$ cat src/rtl/kronos_mem_arb_if.sv
// Bundle of core-side (fetch, load/store) and SRAM-side signals for kronos_mem_arb.
// slave: the arbiter's view; master: the core + memory environment's view.
interface kronos_mem_arb_if #(
  parameter int MEM_AW = 10
);
  logic [31:0]       instr_addr;
  logic              instr_req;
  logic [31:0]       instr_data;
  logic              instr_gnt;

  logic [31:0]       data_addr;
  logic [31:0]       data_wr_data;
  logic [3:0]        data_wr_mask;
  logic [31:0]       data_rd_data;
  logic              data_rd_req;
  logic              data_wr_req;
  logic              data_gnt;

  logic [MEM_AW-1:0] mem_addr;
  logic [31:0]       mem_wdata;
  logic [3:0]        mem_wmask;
  logic              mem_ren;
  logic              mem_wen;
  logic [31:0]       mem_rdata;

  modport slave (
    input  instr_addr, instr_req,
    output instr_data, instr_gnt,
    input  data_addr, data_wr_data, data_wr_mask, data_rd_req, data_wr_req,
    output data_rd_data, data_gnt,
    output mem_addr, mem_wdata, mem_wmask, mem_ren, mem_wen,
    input  mem_rdata
  );

  modport master (
    output instr_addr, instr_req,
    input  instr_data, instr_gnt,
    output data_addr, data_wr_data, data_wr_mask, data_rd_req, data_wr_req,
    input  data_rd_data, data_gnt,
    input  mem_addr, mem_wdata, mem_wmask, mem_ren, mem_wen,
    output mem_rdata
  );
endinterface

$ cat src/rtl/kronos_mem_arb.sv
// Two-state arbiter sharing one synchronous SRAM port between fetch and load/store.
// Optional KRONOS_MEM_ARB_RR_EN: round-robin between fetch and data instead of data priority.
//
// state | meaning
// IDLE  | accept a request, issue the SRAM access combinationally, latch owner
// RESP  | SRAM data is valid; pulse owner's gnt, no new access
module kronos_mem_arb #(
  parameter int MEM_AW = 10
) (
  input logic              clk,
  input logic              rstz,
  kronos_mem_arb_if.slave  bus
);

  typedef enum logic {
    ST_IDLE,
    ST_RESP
  } state_e;

  typedef enum logic [1:0] {
    OWN_INSTR,
    OWN_DATA_RD,
    OWN_DATA_WR
  } owner_e;

  state_e      state_q, state_d;
  owner_e      owner_q, owner_d;

  logic        data_req;
  logic        data_first;
  logic [31:0] addr_sel;
  logic        ren;
  logic        wen;

  assign data_req = bus.data_rd_req | bus.data_wr_req;

`ifdef KRONOS_MEM_ARB_RR_EN
  logic rr_data_next_q, rr_data_next_d;

  assign data_first = rr_data_next_q;

  always_comb begin
    rr_data_next_d = rr_data_next_q;
    if (state_q == ST_IDLE && rstz && bus.instr_req && data_req) begin
      rr_data_next_d = ~rr_data_next_q;
    end
  end

  always_ff @(posedge clk or negedge rstz) begin
    if (!rstz) begin
      rr_data_next_q <= 1'b1;
    end else begin
      rr_data_next_q <= rr_data_next_d;
    end
  end
`else
  assign data_first = 1'b1;
`endif

  // Issue is gated by rstz so nothing reaches the SRAM while reset is held.
  always_comb begin
    state_d  = state_q;
    owner_d  = owner_q;
    addr_sel = bus.instr_addr;
    ren      = 1'b0;
    wen      = 1'b0;
    if (state_q == ST_IDLE) begin
      if (rstz && data_req && (!bus.instr_req || data_first)) begin
        addr_sel = bus.data_addr;
        state_d  = ST_RESP;
        if (bus.data_wr_req) begin
          owner_d = OWN_DATA_WR;
          wen     = 1'b1;
        end else begin
          owner_d = OWN_DATA_RD;
          ren     = 1'b1;
        end
      end else if (rstz && bus.instr_req) begin
        addr_sel = bus.instr_addr;
        owner_d  = OWN_INSTR;
        ren      = 1'b1;
        state_d  = ST_RESP;
      end
    end else begin
      state_d = ST_IDLE;
    end
  end

  always_ff @(posedge clk or negedge rstz) begin
    if (!rstz) begin
      state_q <= ST_IDLE;
      owner_q <= OWN_INSTR;
    end else begin
      state_q <= state_d;
      owner_q <= owner_d;
    end
  end

  assign bus.mem_addr     = addr_sel[MEM_AW+1:2];
  assign bus.mem_ren      = ren;
  assign bus.mem_wen      = wen;
  assign bus.mem_wdata    = bus.data_wr_data;
  assign bus.mem_wmask    = bus.data_wr_mask;

  assign bus.instr_gnt    = (state_q == ST_RESP) && (owner_q == OWN_INSTR);
  assign bus.data_gnt     = (state_q == ST_RESP) && (owner_q != OWN_INSTR);
  assign bus.instr_data   = bus.mem_rdata;
  assign bus.data_rd_data = bus.mem_rdata;

  logic unused_addr_bits;
  assign unused_addr_bits = ^{addr_sel[31:MEM_AW+2], addr_sel[1:0]};

`ifndef SYNTHESIS
  // A core must never load and store at once; the store is taken and this is reported.
  always @(posedge clk) begin
    if (rstz && state_q == ST_IDLE) begin
      assert (!(bus.data_rd_req && bus.data_wr_req))
      else $warning("kronos_mem_arb: data_rd_req and data_wr_req both high, store taken");
    end
  end
`endif

endmodule

$ cat src/flat_wrapper.sv
// flat-port wrapper written by rule: the top's interface ports become plain ports
module kronos_mem_arb_flat 
#(
  parameter int MEM_AW = 10
)
  (clk, rstz, bus_instr_addr, bus_instr_req, bus_instr_data, bus_instr_gnt, bus_data_addr, bus_data_wr_data, bus_data_wr_mask, bus_data_rd_req, bus_data_wr_req, bus_data_rd_data, bus_data_gnt, bus_mem_addr, bus_mem_wdata, bus_mem_wmask, bus_mem_ren, bus_mem_wen, bus_mem_rdata);
  kronos_mem_arb_if #(.MEM_AW(MEM_AW)) bus_i ();
  input logic clk;
  input logic rstz;
  input wire logic [$bits(bus_i.instr_addr)-1:0] bus_instr_addr;
  input wire logic [$bits(bus_i.instr_req)-1:0] bus_instr_req;
  output wire logic [$bits(bus_i.instr_data)-1:0] bus_instr_data;
  output wire logic [$bits(bus_i.instr_gnt)-1:0] bus_instr_gnt;
  input wire logic [$bits(bus_i.data_addr)-1:0] bus_data_addr;
  input wire logic [$bits(bus_i.data_wr_data)-1:0] bus_data_wr_data;
  input wire logic [$bits(bus_i.data_wr_mask)-1:0] bus_data_wr_mask;
  input wire logic [$bits(bus_i.data_rd_req)-1:0] bus_data_rd_req;
  input wire logic [$bits(bus_i.data_wr_req)-1:0] bus_data_wr_req;
  output wire logic [$bits(bus_i.data_rd_data)-1:0] bus_data_rd_data;
  output wire logic [$bits(bus_i.data_gnt)-1:0] bus_data_gnt;
  output wire logic [$bits(bus_i.mem_addr)-1:0] bus_mem_addr;
  output wire logic [$bits(bus_i.mem_wdata)-1:0] bus_mem_wdata;
  output wire logic [$bits(bus_i.mem_wmask)-1:0] bus_mem_wmask;
  output wire logic [$bits(bus_i.mem_ren)-1:0] bus_mem_ren;
  output wire logic [$bits(bus_i.mem_wen)-1:0] bus_mem_wen;
  input wire logic [$bits(bus_i.mem_rdata)-1:0] bus_mem_rdata;
  assign bus_i.instr_addr = bus_instr_addr;
  assign bus_i.instr_req = bus_instr_req;
  assign bus_instr_data = bus_i.instr_data;
  assign bus_instr_gnt = bus_i.instr_gnt;
  assign bus_i.data_addr = bus_data_addr;
  assign bus_i.data_wr_data = bus_data_wr_data;
  assign bus_i.data_wr_mask = bus_data_wr_mask;
  assign bus_i.data_rd_req = bus_data_rd_req;
  assign bus_i.data_wr_req = bus_data_wr_req;
  assign bus_data_rd_data = bus_i.data_rd_data;
  assign bus_data_gnt = bus_i.data_gnt;
  assign bus_mem_addr = bus_i.mem_addr;
  assign bus_mem_wdata = bus_i.mem_wdata;
  assign bus_mem_wmask = bus_i.mem_wmask;
  assign bus_mem_ren = bus_i.mem_ren;
  assign bus_mem_wen = bus_i.mem_wen;
  assign bus_i.mem_rdata = bus_mem_rdata;
  kronos_mem_arb #(.MEM_AW(MEM_AW)) u_core (.clk(clk), .rstz(rstz), .bus(bus_i));
endmodule
$ cat config.mk
export PLATFORM = sky130hd
export DESIGN_NAME = kronos_mem_arb_flat
export DESIGN_NICKNAME = d
export VERILOG_FILES = /design/src/rtl/kronos_mem_arb_if.sv /design/src/rtl/kronos_mem_arb.sv /design/src/flat_wrapper.sv
export SDC_FILE = /design/constraint.sdc
export NUM_CORES = 1
export LEC_CHECK = 0
export ABC_AREA = 1
export CORE_AREA = 2 2 98 100
export CTS_BUF_LIST = sky130_fd_sc_hd__clkbuf_8 sky130_fd_sc_hd__clkbuf_16
export DETAILED_ROUTE_END_ITERATION = 12
export DIE_AREA = 0 0 100 102
export PLACE_DENSITY_LB_ADDON = 0.15
export SLEW_MARGIN = 5
export SYNTH_ARGS = -nofsm -noshare
export SYNTH_HDL_FRONTEND = slang
export SYNTH_SLANG_ARGS = --single-unit
$ cat constraint.sdc
create_clock -name clk -period 2.8 [get_ports clk]
set_input_delay 0.42 -clock clk [delete_from_list [all_inputs] [get_ports clk]]
set_output_delay 0.42 -clock clk [all_outputs]
set_load 0.03 [all_outputs]
-- Word-level counts from Yosys, hierarchy flattened
Index checks and enable logic that the tools add are counted.
- logic and storage cells: 26
- register bits after elaboration: 3
- muxes and demuxes: 14
- reductions and logical operators: 8
- bitwise gates (word level): 2
- operator list (operator ; count):
    $mux W12 ; 2
    $mux W1 ; 9
    $mux W2 ; 3
    $logic_and A1 B1 Y1 ; 4
    $reduce_bool A2 Y1 ; 2
    $logic_not A2 Y1 ; 1
    $reduce_and A2 Y1 ; 1
    $not A1 Y1 ; 1
    $or A1 B1 Y1 ; 1

-- Longest topological paths before layout
- word-level depth: 4
- gate-level depth with buffers: 5

-- Least setup slack after synthesis
No wires, ideal clock.
- path kind: input -> output
- start: input rstz
- end: output bus_mem_ren
- arrival time: 1113 ps
- slack: 1267 ps
- data required time: 2380 ps
- path buffers: 0
- stages on the path: 4
- path through: inv_1 > nor2_4 > nand2_1 > nor2_1
- longest elaborated chain between the ends: 4
- elaborated cells on any way between the ends: 5
- ends and longest elaborated chain (element ; RTL line ; source):
    start: declaration ; flat_wrapper.sv:9 ; input logic rstz;
    $logic_and A1 B1 Y1 ; kronos_mem_arb.sv:78 ; end else if (rstz && bus.instr_req) begin
    $mux W1 ; kronos_mem_arb.sv:78 ;
    $mux W1 (*) ; kronos_mem_arb.sv:68 ; if (rstz && data_req && (!bus.instr_req || data_first)) begin
    $mux W1 (*) ; kronos_mem_arb.sv:67 ; if (state_q == ST_IDLE) begin
    end: declaration ; flat_wrapper.sv:24 ; output wire logic [$bits(bus_i.mem_ren)-1:0] bus_mem_ren;
Mark *: on every way between the ends. The rest lies on a longest branch, timed or not.

-- Worst setup path in the final report
- start: input rstz
- end: output bus_mem_addr[6]
- longest elaborated chain between the ends: 3
- ends and longest elaborated chain (element ; RTL line ; source):
    $logic_and A1 B1 Y1 ; kronos_mem_arb.sv:68 ;
    $mux W12 ; kronos_mem_arb.sv:68 ;
    $mux W12 ; kronos_mem_arb.sv:67 ;
    end: declaration ; flat_wrapper.sv:21 ; output wire logic [$bits(bus_i.mem_addr)-1:0] bus_mem_addr;
No other way between the ends.

==> run metrics <==
highest routed layer met4; final setup fails 0; Worst setup SP type input port; largest net degree at the start of global routing 11; Switch Pwr 0.113 mW; Critical Path Max Stage Delay 660 ps; outcome complete, no violations; first-pass GRT wire length 3.08 mm; reg2reg start u_core.state_q; critical path type input port to primary output; Via density 2.64; Detail Route Antenna Nets 0; Tmin final roughly 2600 ps; DR iter-0 viols 8; Synth Register Bits 3; worst vdd ir about 0.11 mV; drt first pass iters 4; Crit Reg-Reg Endpoint u_core.owner_q[0]; grt total ovfl 0; worst hold-check path type input port to asynchronous set/reset pin; Final Max Tran Viols 0; final wirelength between 2 and 2.5 mm; Mapped Avg Cell Area 6.84 um^2; register area between 70 and 80 um^2; Routed wire per std cell approximately 9.9 um; clock sink count 3; # diodes 0; initial antenna violation count 0; Worst Max-Slew Pin Slew 325 ps; Syn Nets between 200 and 300; final setup margin roughly 150 ps; GP Congestion about 0.6; final setup TNS 0 ps; num rows 35; post-synth cell types 11; final design utilization 0.0997; CP most frequent cell clkdlybuf4s50_1; I/O pin count roughly 250; clk_lat worst skew 210 ps; Fill cells between 1,000 and 1,500; final hold viol count 0; Final #Nets approximately 240; max cap viols 0; H-tree depth 1; Cells after DPL ~210; post-synthesis cell count ~160; Ys Warns 0; Longest Clk Path Bufs 2; pwr/cell area around 370 nW/um^2; internal power roughly 0.22 mW; area grow syn2layout -14.9%; CTS Buf Count 3; endpoint type of the worst setup path primary output; Final Non-Filler Cells 214; met1 WL roughly 650 um; post_cts resized 0; worst-path cell with the longest stage delay clkdlybuf4s50_1; Tot Pwr 0.335 mW; RSZ-0062 raised after global routing false; CP Cell Sequence clkdlybuf4s50_1 > inv_1 > nor2_4 > buf_4 > nand3_1 > nand2_1 > clkdlybuf4s50_1; Port Buffer Count 38; TritonCTS clock tree built; Die Y slightly above 100 um; fmax ~380 MHz; CP arrival between 2000 and 2500 ps; DR WL met2 a little under 1 mm; Register-to-Register Path Depth 4; Syn Std Cell Area approximately 1100 um^2; area of the multi-input gates between 150 and 200 um^2; Tot GR Track Use 0.0401; dpl ws 76.6 ps; Die W 100 um; core area between 9000 and 10,000 um^2; Crit path required time 2380 ps; die area approximately 10,000 um^2; vias post-DR around 560; Sw Share 0.337; Critical Path Fanout Max 9; Reg clk slew, reported paths around 30 ps; fin area roughly 910 um^2; clk_skew 1.08 ps; max_slew headroom 0.783; Root Buffer clkbuf_8; Initial Utilization 0.117; share of cells above drive strength 1 0.126; post-DP HPWL 1.63 mm; sequential share of power 0.160; Clock power frac 0.365; Seq/Total Area, Yosys 0.0703; Combinational Power Share 0.474; Cell Area, Placed around 840 um^2; DR DRC count 0; crit share post-route 0.945; static leakage roughly 0.40 nW; vias in the first global route 625; FF-to-FF setup slack around 1800 ps; routed wl met3 about 330 um; Hold WS 483 ps
==> flip-flops by register name, indices dropped and copies added (netlist names) <==
| register | count |
|---|---|
| u_core.owner_q | 2 |
| u_core.state_q | 1 |
==> Yosys cell counts <==
cell type,number,area (um^2)
nand3_1,10,50.1
nand2_1,27,101
inv_1,6,22.5
nor2_4,1,11.3
buf_6,2,22.5
nor2_1,4,15.0
nand2_2,1,6.26
nand3b_1,1,7.51
dfrtp_1,3,75.1
nor3_1,1,5.00
buf_4,100,751
==> routing by layer <==
metal / GRT usage / vias to the layer above
li1: - / 265
met1: 0.0332 / 228
met2: 0.0670 / 40
met3: 0.0185 / 31
met4: 0.0453 / 0
met5: 0 / -
==> cell families after synthesis <==
group | Yosys count | share of synthesized area
buffers and inverters | 108 | 0.746
flip-flops | 3 | 0.0703
AND/OR/NAND/NOR | 45 | 0.184
==> critical path, delay by kind of cell <==
kind / cells / cell delay (ps)
buffers and inverters: 4 / 1380
and+or+nand+nor: 3 / 420
==> worst max-delay path by stage <==
| stage | startpoint | end | slack [ps] | depth (start not counted) |
|---|---|---|---|---|
| global placement | rstz | bus_mem_addr[6] | 50 | 7 |
| floorplan | rstz | bus_mem_ren | 1270 | 4 |
| global route | bus_data_wr_req | bus_mem_addr[2] | 9 | 7 |
| finish | rstz | bus_mem_addr[6] | 150 | 7 |
| detailed placement | rstz | bus_mem_addr[6] | 80 | 7 |
| CTS | rstz | bus_mem_addr[6] | 80 | 7 |
==> layout make-up <==
cell class | instances | share of cell area
Tap cell | 111 | 0.153
Timing Repair Buffer | 45 | 0.474
Clock buffer | 3 | 0.0455
Sequential cell | 3 | 0.0826
Inverter | 6 | 0.0248
Clock inverter | 1 | 0.00413
Multi-Input combinational cell | 45 | 0.216
==> power groups by stage <==
stage	sequential, mW	combinational [mW]	clock (mW)
after floorplan	0.0528	0.343	0
after global placement	0.0543	0.159	0
after detailed placement	0.0538	0.158	0
after CTS	0.0537	0.158	0.127
after global routing	0.0542	0.174	0.137
final	0.0537	0.159	0.122
==> cell usage in the layout, fill, tap and decap left out, types with 3 or more instances in the layout <==
| master | netlist | layout |
|---|---|---|
| buf_4 | 100 | 8 |
| clkbuf_8 | 0 | 3 |
| clkdlybuf4s50_1 | 0 | 37 |
| dfrtp_1 | 3 | 3 |
| inv_1 | 6 | 7 |
| nand2_1 | 27 | 27 |
| nand3_1 | 10 | 10 |
| nor2_1 | 4 | 4 |
==> what timing repair did <==
item	in CTS	in global routing
hold endpoints to repair	0	0
hold buffers	0	0
buffers inserted	0	3
endpoints found under the setup margin	0	2
Note: power is estimated with default switching activity, not from simulation.
==> RTL change (same flow settings) <==
`MEM_AW` is set to 10 in 3 places; all go to 9.
--- a/src/rtl/kronos_mem_arb_if.sv
+++ b/src/rtl/kronos_mem_arb_if.sv
@@ -2,5 +2,5 @@
 // slave: the arbiter's view; master: the core + memory environment's view.
 interface kronos_mem_arb_if #(
-  parameter int MEM_AW = 10
+  parameter int MEM_AW = 9
 );
   logic [31:0]       instr_addr;
--- a/src/rtl/kronos_mem_arb.sv
+++ b/src/rtl/kronos_mem_arb.sv
@@ -6,5 +6,5 @@
 // RESP  | SRAM data is valid; pulse owner's gnt, no new access
 module kronos_mem_arb #(
-  parameter int MEM_AW = 10
+  parameter int MEM_AW = 9
 ) (
   input logic              clk,
--- a/src/flat_wrapper.sv
+++ b/src/flat_wrapper.sv
@@ -2,5 +2,5 @@
 module kronos_mem_arb_flat 
 #(
-  parameter int MEM_AW = 10
+  parameter int MEM_AW = 9
 )
   (clk, rstz, bus_instr_addr, bus_instr_req, bus_instr_data, bus_instr_gnt, bus_data_addr, bus_data_wr_data, bus_data_wr_mask, bus_data_rd_req, bus_data_wr_req, bus_data_rd_data, bus_data_gnt, bus_mem_addr, bus_mem_wdata, bus_mem_wmask, bus_mem_ren, bus_mem_wen, bus_mem_rdata);
Ports: changed (resized bus_mem_addr); port bits go from 251 to 250. No check against the original RTL was run, so the function may have changed too.
==> RTL change against the original RTL <==
  * Sequential cell count did not move
  * Global-route usage barely moved
  * Routed wire length rose by 1.7%
  * Total power fell by 1.2%
  * Design area fell by 6.6%
  * Sequential share of layout area rose by 0.59 points
  * Synthesized area fell by 1.5%
  * Die area did not move
  * Setup slack improved by 22 ps
  * Critical endpoint is now bus_mem_addr[5]
  * Largest cell class unchanged
==> RTL change: results (changes against the original RTL) <==
Gates resized, CTS repair=0 (unchanged); Fmax achieved=381 MHz (+0.82%); worst reg2reg path endpoint=u_core.owner_q[1]; Max VDD drop=0.251 mV (+130%); leakage power=0.364 nW (-9.1%); number of clock sinks=3 (unchanged); drt first pass iters=4 (unchanged); vias per std cell=2.65 (+0.56%); number of buffers added on ports=35 (-7.9%); clock latency on the worst-skew pair=230 ps (+20 ps); most frequently used flop master after synthesis=sky130_fd_sc_hd__dfrtp_1; total nets after synthesis=289 (-1.4%); Filler Cell Count=1079 (-0.92%); CP arrival=2210 ps (-20 ps); global-route wire length before repair=3030 um (-1.8%); total CTS buffers=3 (unchanged); routed length per instance=10.6 um (+7.2%); worst slack at placement=-7.95 ps (-84.5 ps); vias in the first global route=605 (-3.2%); timing startpoint of the critical path=rstz; detailed placement HPWL=1660 um (+1.6%); distinct cell type count after synthesis=13 (+2); # nets final=230 (-4.6%); gr usage total=0.0404 (+0.000286); Area contributors post-synth=sky130_fd_sc_hd__buf_4, sky130_fd_sc_hd__nand2_1, sky130_fd_sc_hd__dfrtp_1; sequential-to-total area share from yosys stat=0.0714 (+0.00109); iteration-0 DRC count of the detailed router=3 (-5); Largest regs=u_core.owner_q (2), u_core.state_q (1); timing endpoint of the critical path=bus_mem_addr[5]; proportion of layout cells with a drive suffix above 1=0.109 (-0.0175); H-tree depth=1 (unchanged); top cells by count, synth=sky130_fd_sc_hd__buf_4, sky130_fd_sc_hd__nand2_1, sky130_fd_sc_hd__nand3_1, sky130_fd_sc_hd__inv_1; slew at the pin with the worst max-slew slack=329 ps (+3.33 ps); post-route DRC violation count=0 (unchanged); status=complete, no violations; Clock Skews=8.18 ps (+7.10 ps); global placement routability congestion=0.688 (+12%); start of the worst register-to-register path=u_core.state_q; depth of the worst register-to-register path=5 (+1); largest net degree at the start of global routing=11 (unchanged); R2R setup slack=1810 ps (+60 ps)
==> RTL change: cell types whose count changed in the layout (fill, tap and decap cells not counted), sizes merged <==
cell           change
nand2              -2
nand3              -1
clkdlybuf4s50      -3
buf                -5
==> RTL change: per-layer routing <==
layer / vias to the layer above / global-route usage / share of wire / routed length (um)
met1: 222 / 0.0361 / 0.33 / 701
met4: 0 / 0.0717 / 0.14 / 296
met5: - / 0 / 0 / 0
li1: 240 / - / - / -
met3: 28 / 0.0164 / 0.14 / 308
met2: 48 / 0.0530 / 0.39 / 844
==> RTL change: layout make-up <==
cell class / instances / area (sq um) / area share
clock inverters: 1 / 3.75 / 0.00442
multi-input cells: 42 / 191 / 0.226
repair buffers: 37 / 375 / 0.442
well taps: 111 / 139 / 0.164
flip-flops and latches: 3 / 75.1 / 0.0885
inverters: 6 / 22.5 / 0.0265
clock buffers: 3 / 41.3 / 0.0487
==> RTL change: worst max-delay path, stage by stage <==
cell and delay, ps:
sky130_fd_sc_hd__clkdlybuf4s50_1 560, sky130_fd_sc_hd__inv_1 100, sky130_fd_sc_hd__nor2_4 140, sky130_fd_sc_hd__buf_12 140
sky130_fd_sc_hd__nand3_1 90, sky130_fd_sc_hd__nand2_1 90, sky130_fd_sc_hd__clkdlybuf4s50_1 660
==> RTL change: power by group <==
| group | switching (W) | internal (W) | leakage, nW |
|---|---|---|---|
| Combinational | 0.0000757 | 0.0000725 | 0.299 |
| Clock | 0.0000352 | 0.0000939 | 0.0269 |
| Sequential | 0.00000440 | 0.0000489 | 0.0377 |
==> RTL change: worst min-delay path by stage <==
stage,slack (ps),start,depth (start not counted),to
global route,400,rstz,1,u_core.owner_q[1]
floorplan,120,rstz,0,u_core.owner_q[0]
global placement,490,u_core.owner_q[1],2,u_core.owner_q[1]
detailed placement,500,u_core.owner_q[0],2,u_core.owner_q[0]
CTS,400,rstz,1,u_core.owner_q[1]
finish,400,rstz,1,u_core.owner_q[1]
==> RTL change: cells by family (layout without fill, tap and decap cells) <==
logic type / Yosys count / in the layout / share of synthesized area
flops: 3 / 3 / 0.0714
simple gates: 42 / 42 / 0.182
buf+inv: 107 / 47 / 0.746
==> RTL change: through the flow <==
| step | instances | setup TNS, ps | utilization | cell area, sq um |
|---|---|---|---|---|
| final | 203 | 0 | 0.0931 | 848 |
| after global routing | 203 | 0 | 0.0931 | 848 |
| after floorplan | 152 | 0 | - | 1050 |
| after global placement | 197 | 0 | 0.0852 | 776 |
| after CTS | 203 | 0 | 0.0931 | 848 |
| after detailed placement | 197 | -7.95 | 0.0852 | 776 |
==> RTL change: timing repair <==
| item | 4_1_cts | 5_1_grt |
|---|---|---|
| setup buffers | 2 | 0 |
| hold buffers | 0 | 0 |
| endpoints found under the setup margin | 3 | 0 |
